`src/rtl/fs_pkg.sv`:
```
// ---------------------------------------------------------------------------
// fs_pkg: shared definitions for the FAST corner-score engine.
//   PIX_W_DEF  : default pixel / threshold width
//   fs_class_e : per-point classification codes (SIMILAR / DARK / BRIGHT)
//   fs_state_e : engine FSM states
//   clog2      : ceiling log2 helper usable in parameter expressions
// ---------------------------------------------------------------------------
package fs_pkg;

    localparam int unsigned PIX_W_DEF = 8;

    typedef enum logic [1:0] {
        SIMILAR = 2'b00,
        DARK    = 2'b01,
        BRIGHT  = 2'b10
    } fs_class_e;

    typedef enum logic [1:0] {
        ST_IDLE,
        ST_ACCUM,
        ST_DONE
    } fs_state_e;

    function automatic int unsigned clog2(input int unsigned v);
        int unsigned r;
        r = 0;
        for (int unsigned i = 0; i < 32; i++) begin
            if ((64'd1 << i) < 64'(v)) begin
                r = i + 1;
            end
        end
        return r;
    endfunction

endpackage

```
`src/rtl/fs_lane_score.sv`:
```
// ---------------------------------------------------------------------------
// fs_lane_score: combinational classifier for one circle point.
//   ref_pix  in  PIX_W  reference (centre) pixel
//   adj_pix  in  PIX_W  circle pixel
//   thres    in  PIX_W  threshold
//   cls      out 2      DARK / BRIGHT / SIMILAR
//   contrib  out PIX_W  |ref - adj| - thres when not SIMILAR, else 0
// A difference exactly equal to the threshold is SIMILAR.
// ---------------------------------------------------------------------------
module fs_lane_score
    import fs_pkg::*;
#(
    parameter int unsigned PIX_W = PIX_W_DEF
) (
    input  logic [PIX_W-1:0] ref_pix,
    input  logic [PIX_W-1:0] adj_pix,
    input  logic [PIX_W-1:0] thres,
    output fs_class_e        cls,
    output logic [PIX_W-1:0] contrib
);

    logic [PIX_W-1:0] mag;

    always_comb begin
        cls     = SIMILAR;
        contrib = '0;
        mag     = '0;
        if (ref_pix > adj_pix) begin
            mag = ref_pix - adj_pix;
            if (mag > thres) begin
                cls     = DARK;
                contrib = mag - thres;
            end
        end else begin
            mag = adj_pix - ref_pix;
            if (mag > thres) begin
                cls     = BRIGHT;
                contrib = mag - thres;
            end
        end
    end

endmodule

```
`src/rtl/fs_score_engine.sv`:
```
// ---------------------------------------------------------------------------
// fs_score_engine: multi-cycle FAST corner score.
// Accepts one job (ref, NPTS circle pixels, threshold, corner flag) in IDLE,
// scores LANES points per cycle over NPTS/LANES beats, then presents
// max(bright_sum, dark_sum) saturated to OUT_W bits until taken.
//   clk, rst_n           clock / async active-low reset
//   in_valid / in_ready  job handshake (ready only in IDLE)
//   in_ref, in_adj       reference pixel, circle pixels (point 0 in MSBs)
//   in_thres, in_corner  threshold, detector corner flag
//   flush                synchronous abort to IDLE, discards any result
//   out_valid/out_ready  result handshake
//   out_score, out_wren  saturated score, out_valid & latched corner flag
// ---------------------------------------------------------------------------
module fs_score_engine
    import fs_pkg::*;
#(
    parameter int unsigned PIX_W = PIX_W_DEF,
    parameter int unsigned NPTS  = 16,
    parameter int unsigned LANES = 4,
    parameter int unsigned OUT_W = 8
) (
    input  logic                  clk,
    input  logic                  rst_n,
    input  logic                  in_valid,
    output logic                  in_ready,
    input  logic [PIX_W-1:0]      in_ref,
    input  logic [NPTS*PIX_W-1:0] in_adj,
    input  logic [PIX_W-1:0]      in_thres,
    input  logic                  in_corner,
    input  logic                  flush,
    output logic                  out_valid,
    input  logic                  out_ready,
    output logic [OUT_W-1:0]      out_score,
    output logic                  out_wren
);

    localparam int unsigned SUM_W  = PIX_W + clog2(NPTS);
    localparam int unsigned BEATS  = NPTS / LANES;
    localparam int unsigned BEAT_W = (BEATS > 1) ? clog2(BEATS) : 1;
    localparam int unsigned CMP_W  = (SUM_W > OUT_W) ? SUM_W : OUT_W;

    if ((NPTS % LANES) != 0) begin : g_bad_lanes
        $error("fs_score_engine: NPTS must be a multiple of LANES");
    end

    fs_state_e             state_q, state_d;
    logic [PIX_W-1:0]      ref_q, ref_d;
    logic [NPTS*PIX_W-1:0] adj_q, adj_d;
    logic [PIX_W-1:0]      thres_q, thres_d;
    logic                  corner_q, corner_d;
    logic [SUM_W-1:0]      sd_q, sd_d;
    logic [SUM_W-1:0]      sb_q, sb_d;
    logic [BEAT_W-1:0]     beat_q, beat_d;
    logic                  in_ready_q, in_ready_d;
    logic                  out_valid_q, out_valid_d;
    logic [OUT_W-1:0]      out_score_q, out_score_d;
    logic                  out_wren_q, out_wren_d;

    fs_class_e        lane_cls     [LANES];
    logic [PIX_W-1:0] lane_contrib [LANES];

    // The latched pixel word is shifted left by one beat's worth of points
    // each ACCUM cycle, so the lanes always read the top LANES pixels
    // instead of using a beat-indexed mux.
    for (genvar g = 0; g < LANES; g++) begin : g_lane
        fs_lane_score #(
            .PIX_W (PIX_W)
        ) u_lane (
            .ref_pix (ref_q),
            .adj_pix (adj_q[NPTS*PIX_W-1-g*PIX_W -: PIX_W]),
            .thres   (thres_q),
            .cls     (lane_cls[g]),
            .contrib (lane_contrib[g])
        );
    end

    logic [SUM_W-1:0] sd_add, sb_add;
    logic [SUM_W-1:0] sd_sum, sb_sum;
    logic [SUM_W-1:0] score_raw;
    logic [CMP_W-1:0] score_ext;

    always_comb begin
        sd_add = '0;
        sb_add = '0;
        for (int unsigned l = 0; l < LANES; l++) begin
            if (lane_cls[l] == DARK) begin
                sd_add = sd_add + SUM_W'(lane_contrib[l]);
            end
            if (lane_cls[l] == BRIGHT) begin
                sb_add = sb_add + SUM_W'(lane_contrib[l]);
            end
        end
        sd_sum    = sd_q + sd_add;
        sb_sum    = sb_q + sb_add;
        score_raw = (sb_sum >= sd_sum) ? sb_sum : sd_sum;
        score_ext = CMP_W'(score_raw);
    end

    always_comb begin
        state_d     = state_q;
        ref_d       = ref_q;
        adj_d       = adj_q;
        thres_d     = thres_q;
        corner_d    = corner_q;
        sd_d        = sd_q;
        sb_d        = sb_q;
        beat_d      = beat_q;
        out_valid_d = out_valid_q;
        out_score_d = out_score_q;
        out_wren_d  = out_wren_q;

        unique case (state_q)
            ST_IDLE: begin
                if (in_valid) begin
                    ref_d    = in_ref;
                    adj_d    = in_adj;
                    thres_d  = in_thres;
                    corner_d = in_corner;
                    sd_d     = '0;
                    sb_d     = '0;
                    beat_d   = '0;
                    state_d  = ST_ACCUM;
                end
            end
            ST_ACCUM: begin
                sd_d  = sd_sum;
                sb_d  = sb_sum;
                adj_d = adj_q << (LANES * PIX_W);
                if (beat_q == BEAT_W'(BEATS - 1)) begin
                    state_d     = ST_DONE;
                    out_valid_d = 1'b1;
                    out_wren_d  = corner_q;
                    if (score_ext > CMP_W'({OUT_W{1'b1}})) begin
                        out_score_d = '1;
                    end else begin
                        out_score_d = OUT_W'(score_ext);
                    end
                end else begin
                    beat_d = beat_q + 1'b1;
                end
            end
            ST_DONE: begin
                if (out_ready) begin
                    state_d     = ST_IDLE;
                    out_valid_d = 1'b0;
                    out_wren_d  = 1'b0;
                end
            end
            default: begin
                state_d = ST_IDLE;
            end
        endcase

        if (flush) begin
            state_d     = ST_IDLE;
            beat_d      = '0;
            out_valid_d = 1'b0;
            out_wren_d  = 1'b0;
        end

        in_ready_d = (state_d == ST_IDLE);
    end

    always_ff @(posedge clk or negedge rst_n) begin
        if (!rst_n) begin
            state_q     <= ST_IDLE;
            ref_q       <= '0;
            adj_q       <= '0;
            thres_q     <= '0;
            corner_q    <= 1'b0;
            sd_q        <= '0;
            sb_q        <= '0;
            beat_q      <= '0;
            in_ready_q  <= 1'b1;
            out_valid_q <= 1'b0;
            out_score_q <= '0;
            out_wren_q  <= 1'b0;
        end else begin
            state_q     <= state_d;
            ref_q       <= ref_d;
            adj_q       <= adj_d;
            thres_q     <= thres_d;
            corner_q    <= corner_d;
            sd_q        <= sd_d;
            sb_q        <= sb_d;
            beat_q      <= beat_d;
            in_ready_q  <= in_ready_d;
            out_valid_q <= out_valid_d;
            out_score_q <= out_score_d;
            out_wren_q  <= out_wren_d;
        end
    end

    assign in_ready  = in_ready_q;
    assign out_valid = out_valid_q;
    assign out_score = out_score_q;
    assign out_wren  = out_wren_q;

endmodule

```
`config.mk`:
```
export PLATFORM = sky130hd
export DESIGN_NAME = fs_score_engine
export DESIGN_NICKNAME = d
export VERILOG_FILES = /design/src/rtl/fs_pkg.sv /design/src/rtl/fs_lane_score.sv /design/src/rtl/fs_score_engine.sv
export SDC_FILE = /design/constraint.sdc
export NUM_CORES = 1
export LEC_CHECK = 0
export BUFFER_PORTS_ARGS = -buffer_cell sky130_fd_sc_hd__buf_2
export CAP_MARGIN = 20
export CORE_MARGIN = 5
export CORE_UTILIZATION = 44
export DETAILED_ROUTE_END_ITERATION = 7
export PLACE_DENSITY = 0.73
export SLEW_MARGIN = 20
export SYNTH_ARGS = -nofsm -noshare
export SYNTH_HDL_FRONTEND = slang
export SYNTH_SLANG_ARGS = --single-unit
```
`constraint.sdc`:
```
create_clock -name clk -period 10.17 [get_ports clk]
set_input_delay 1.017 -clock clk [delete_from_list [all_inputs] [get_ports clk]]
set_output_delay 1.017 -clock clk [all_outputs]
set_load 0.05 [all_outputs]
```
After elaboration in Yosys (flattened, before gate mapping)
Index checks and enable logic that the tools add are counted.
{"block": "totals", "word_cells": 132, "ff_bits": 184, "input_bits": 150, "output_inout_bits": 11}
{"block": "classes", "n_reduce_logical": 10, "addsub": 25, "n_eq_ne": 16, "mux": 55, "n_lt_le_gt_ge": 14}
{"op": "$pmux W128 S2", "n": 1}
{"op": "$mux W128", "n": 1}
{"op": "$sub A8 B8 Y8", "n": 16}
{"op": "$mux W8", "n": 15}
{"op": "$gt A8 B8 Y1", "n": 12}
{"op": "$mux W12", "n": 8}
{"op": "$add A12 B8 Y12", "n": 6}
{"op": "$pmux W12 S2", "n": 2}
{"op": "$mux W2", "n": 15}
{"op": "$add A12 B12 Y12", "n": 2}
{"op": "$eq A2 B2 Y1 const B", "n": 6}
{"op": "$ge A12 B12 Y1", "n": 1}
{"op": "$gt A12 B8 Y1 const B", "n": 1}
{"op": "$ne A3 B3 Y1 const B", "n": 4}
{"op": "$eq A2 B1 Y1 const B", "n": 5}
{"op": "$mux W1", "n": 9}
{"op": "$pmux W2 S3", "n": 1}
{"op": "$reduce_and A2 Y1", "n": 3}
{"op": "$reduce_and A3 Y1", "n": 2}
{"op": "$reduce_bool A3 Y1", "n": 2}
{"op": "$logic_not A2 Y1", "n": 2}
{"op": "$pmux W1 S2", "n": 2}
{"op": "$pmux W2 S2", "n": 1}
{"op": "$add A2 B1 Y2 const B", "n": 1}
{"op": "2 further kinds", "n": 2}

Logic depth before layout (Yosys ltp)
{"block": "depth", "depth_word": 17, "mapped_depth": 50, "mapped_depth_nobuf": 49}

By module
A second synthesis with hierarchy kept.
{"block": "hier_totals", "cells_unflattened": 2211, "hier_area_um2": 18540.3}
{"module": "fs_score_engine", "n_inst": 1, "area_each_um2": 12254.3, "seq_area_each_um2": 4605.7, "cells_each": 1350}
{"module": "fs_lane_score at g_lane[2].u_lane ...", "n_inst": 2, "area_each_um2": 1641.6, "seq_area_each_um2": 0.0, "cells_each": 228}
{"module": "fs_lane_score at g_lane[0].u_lane", "n_inst": 1, "area_each_um2": 1540.2, "seq_area_each_um2": 0.0, "cells_each": 212}
{"module": "fs_lane_score at g_lane[1].u_lane", "n_inst": 1, "area_each_um2": 1462.7, "seq_area_each_um2": 0.0, "cells_each": 193}

Worst setup path after synthesis
No wires, ideal clock.
{"block": "synth_timing", "path_kind": "reg2reg", "from": "reg ref_q[1]", "to": "reg out_score_q[0], in the netlist out_score[0]", "setup_ns": 0.152, "slack_ns": 0.714, "arrival_ns": 9.304, "path_buffers": 0, "t_required_ns": 10.018, "stages_incl_launch_ff": 44, "synth_period_minus_slack_ns": 9.456, "cell_sequence": "dfrtp_1 > inv_1 > fa_1 > a21o_1 > a21oi_1 > o21bai_1 > a21oi_1 > xnor2_1 > ha_1 > o21ai_0 > a21oi_1 > o31ai_1 > nor2_1 > nor2_1 > nor2_1 > ha_1 > fa_1 > a21o_1 > [8 not listed] > mux2_2 > ha_1 > or4_1 > nand2_1 > xnor2_1 > mux2_2 > ha_1 > or4_1 > o22a_1 > xor2_1 > ha_1 > or4_1 > a21oi_1 > o21a_1 > o21bai_1 > a211o_1 > nor3_2 > a221oi_1"}
{"block": "synth_via", "elab_chain_len": 17, "word_cells_on_any_way": 80, "classes_between": "add/sub: 24; order compare: 14; eq/ne: 8; mux: 34"}
{"element": "start: declaration", "line_no": "fs_score_engine.sv:47", "text": "logic [PIX_W-1:0] ref_q, ref_d;"}
{"element": "start signal: assignment", "line_no": "fs_score_engine.sv:180", "text": "ref_q <= ref_d;"}
{"element": "$sub A8 B8 Y8, on equally long branches", "line_no": "fs_lane_score.sv:29, fs_lane_score.sv:35"}
{"element": "$gt A8 B8 Y1, on equally long branches", "line_no": "fs_lane_score.sv:30, fs_lane_score.sv:36"}
{"element": "$mux W1 / $mux W2 (equally long branches)", "line_no": "fs_lane_score.sv:30, fs_lane_score.sv:36"}
{"element": "$mux W2", "line_no": "fs_lane_score.sv:28", "text": "if (ref_pix > adj_pix) begin"}
{"element": "$eq A2 B2 Y1 / $eq A2 B1 Y1 (equally long branches)", "line_no": "fs_score_engine.sv:89, fs_score_engine.sv:86"}
{"element": "$mux W8, on equally long branches", "line_no": "fs_score_engine.sv:89, fs_score_engine.sv:86"}
{"element": "$add A12 B8 Y12, on equally long branches", "line_no": "fs_score_engine.sv:90, fs_score_engine.sv:87"}
{"element": "$mux W12, on equally long branches", "line_no": "fs_score_engine.sv:89, fs_score_engine.sv:86"}
{"element": "$add A12 B8 Y12, on equally long branches", "line_no": "fs_score_engine.sv:90, fs_score_engine.sv:87"}
{"element": "$mux W12, on equally long branches", "line_no": "fs_score_engine.sv:89, fs_score_engine.sv:86"}
{"element": "$add A12 B8 Y12, on equally long branches", "line_no": "fs_score_engine.sv:90, fs_score_engine.sv:87"}
{"element": "$mux W12, on equally long branches", "line_no": "fs_score_engine.sv:89, fs_score_engine.sv:86"}
{"element": "$add A12 B12 Y12, on equally long branches", "line_no": "fs_score_engine.sv:94, fs_score_engine.sv:93"}
{"element": "$ge A12 B12 Y1", "line_no": "fs_score_engine.sv:95", "text": "score_raw = (sb_sum >= sd_sum) ? sb_sum : sd_sum;"}
{"element": "$mux W12 *", "line_no": "fs_score_engine.sv:95"}
{"element": "$gt A12 B8 Y1", "line_no": "fs_score_engine.sv:133", "text": "if (score_ext > CMP_W'({OUT_W{1'b1}})) begin"}
{"element": "$mux W8 *", "line_no": "fs_score_engine.sv:133"}
{"element": "end signal: assignment", "line_no": "fs_score_engine.sv:189", "text": "out_score_q <= out_score_d;"}
{"element": "end: declaration", "line_no": "fs_score_engine.sv:56", "text": "logic [OUT_W-1:0] out_score_q, out_score_d;"}
Every way passes the cells marked *; elsewhere a longest branch is shown, timed or not.
A chain may end at the register's enable or synchronous reset.

Worst setup path in the final report
{"block": "layout_timing", "from": "reg ref_q[1]", "to": "reg out_score_q[2], in the netlist out_score[2]"}
The elaborated chain is that of the path after synthesis.

==> metrics <==
top cell type's share of synthesized area=27.5%; status=finished, final reports clean; HP Class=reg -> reg; async set-reset flop share out of synthesis=100%; Synth cell types=88; Starting Density=44.4%; Worst-Margin Slew=1.01 ns; worst r2r src=ref_q[1]; IO Port Bufs=160; die area=41900 um^2; syn_area_per_cell=8.93 um^2; register area share after synthesis=27.6%; Crit path arrival time=10.08 ns; Clock Skew=0.0222 ns; hold path start=adj_q[36]; # Max-Cap Violations=0; Crit Path Category=reg -> reg; slowest CP cell=or4_4; total negative setup slack=0 ns; Multi-input gate area=11600 um^2; reg2reg setup slack=0.42 ns; ys flop type=dfrtp_1; Slew Limit Headroom=32.8%; CTS tree=done; clock-pin slew on the worst setup and hold paths=0.08 ns; Yosys top cell by area=dfrtp_1; Clock Sinks=184; Yosys reg bits=184; Detailed Place HPWL=36900 um; 1st-iter DRT viols=1015; Avg WL per Cell=18.7 um; clk buf depth=2; root buf cell=clkbuf_16; total number of vias=14400; core area=37600 um^2; Top Family by Delay on Critical Path=compound AO/OA/AOI/OAI gates; post-route ant nets=0; Syn Nets=2245; Tot Pwr=7.65 mW; num ports=161; clk_lat worst skew=0.46 ns; most frequent cell after synthesis=ha_1; post-synthesis cell area=16700 um^2; Worst Path Required=10.50 ns; vias in the first global route=14600; r2r worst-path depth=47; hold depth=2; CP startpoint kind=flip-flop; final wirelength=47200 um; Syn. warnings=0; synthesis-to-layout area growth=13.6%; Chip Height=205 um; Row Count=71; Die X=205 um; GPL Wtd Cong=1.01; share of layout cells above drive strength 1=16.5%; fin crit share=95.9%; number of H-tree levels=4; slowest stage delay, CP=0.54 ns; DRT Pass-1 Iters=5; crit end category=flip-flop; Util after Layout=50.4%; total track usage=22.4%; P_leak=8.98 nW; Placed Area=18000 um^2; gr ovfl total=0; # hold bufs at CTS=0; pwr dens=404 nW/um^2; Worst Hold End=adj_q[36]; Slew Limit Fails=0; synth cell count leaders=ha_1 (205), o21ai_0 (197), dfrtp_1 (183), nand2_1 (168), inv_1 (123); fillers=3458; initial antenna violation count=2; first-pass GRT wire length=76500 um; total CTS buffers=17; count of final setup violators=0; R2R Path End=out_score[2]; FMAX=103 MHz; drt drc=0; Nets=2377; largest net degree at the start of global routing=115; crit path buf inv count=3; top post-synthesis cells by area=dfrtp_1 (27%), ha_1 (15%), o21ai_0 (5.9%); via density per instance=5.72; Worst VDD drop=0.245 mV; minimum clock period=9.75 ns; Final Hold Viols=0; register area=4610 um^2; Critical Path Fanout Max=8; fin area=18900 um^2; post-synthesis instance total=1866; EDFF count, synth=0; hold_ws=0.481 ns; Worst path most repeated cell=nor2_1
[area by class of cell]
type | count | area share (%)
antenna | 1 | 0.0132
multi-input combinational | 1481 | 61.1
sequential | 184 | 24.3
inverter | 124 | 2.47
tap | 511 | 3.38
timing repair buffer | 190 | 5.60
clock buffer | 18 | 2.32
clock inverter | 14 | 0.813
[tightest hold or removal path: stages, from the launching register on]
cell and delay [ns]:
dfrtp_1 0.34, nand2_1 0.05, o21ai_0 0.06
[worst max-delay path by stage]
stage,from,end,cells past startpoint
after CTS,ref_q[0],out_score[3],45
after detailed placement,ref_q[0],out_score[2],47
final,ref_q[1],out_score[2],47
after floorplan,ref_q[1],out_score[0],43
after global placement,ref_q[0],out_score[2],46
after global routing,ref_q[0],out_score[0],49
[per-stage QoR]
stage	setup WS, ns	instances
after floorplan	0.714	1866
after global placement	0.127	2481
after detailed placement	-0.213	2481
after CTS	0.0243	2514
after global routing	-0.0548	2523
final	0.419	2523
[repair_timing]
item,4_1_cts,5_1_grt
pin swaps,1,14
gates resized for setup,6,54
endpoints found under the setup margin,8,8
setup buffers,1,8
[layout by cell type, fill, tap and decap left out, types with 7 or more instances in the layout]
cell type	synthesis	layout
a211oi_1	21	20
a21o_1	68	68
a21oi_1	98	90
a21oi_2	1	9
a221oi_1	10	9
a22o_1	39	38
a22oi_1	27	27
a31oi_1	10	7
buf_2	13	159
buf_4	2	28
clkbuf_16	0	17
dfrtp_1	183	182
fa_1	24	22
ha_1	205	198
inv_1	123	122
mux2_2	32	32
mux2i_1	79	79
nand2_1	168	168
nand2b_1	10	10
nand4_1	27	27
nor2_1	101	101
nor2b_1	20	16
nor3_1	18	16
o21a_1	18	18
o21ai_0	197	192
o21bai_1	28	27
o22ai_1	19	18
xnor2_1	85	84
xor2_1	45	45
[cell families after synthesis]
logic type,Yosys count,synth area share (%)
compound gates,599,23.6
xor+xnor,130,6.83
fa+ha+maj,229,18.3
buf+inv,201,4.80
flops,184,27.6
mux,118,7.48
simple gates,405,11.4
[layer usage]
metal  track usage [%]  vias up  share of wire, %
met5                 0        -             0.042
met4              7.75        2               3.5
met3              3.34       90               5.3
met2              37.5      417                47
met1              29.6     6933                44
li1                  -     6984                 -
[power by group]
part,internal [mW],switching [mW]
Sequential,0.838,0.0783
Clock,0.335,0.347
Combinational,2.64,3.41
Total,3.82,3.83
[flip-flops by register name, summed over array words and instances, names as in the netlist]
name       cells
corner_q       1
beat_q         2
in_ready       1
sd_q          12
state_q        2
sb_q          12
out_valid      1
adj_q        128
out_score      8
thres_q        8
ref_q          8
out_wren       1
(Power assumes the default switching activity.)
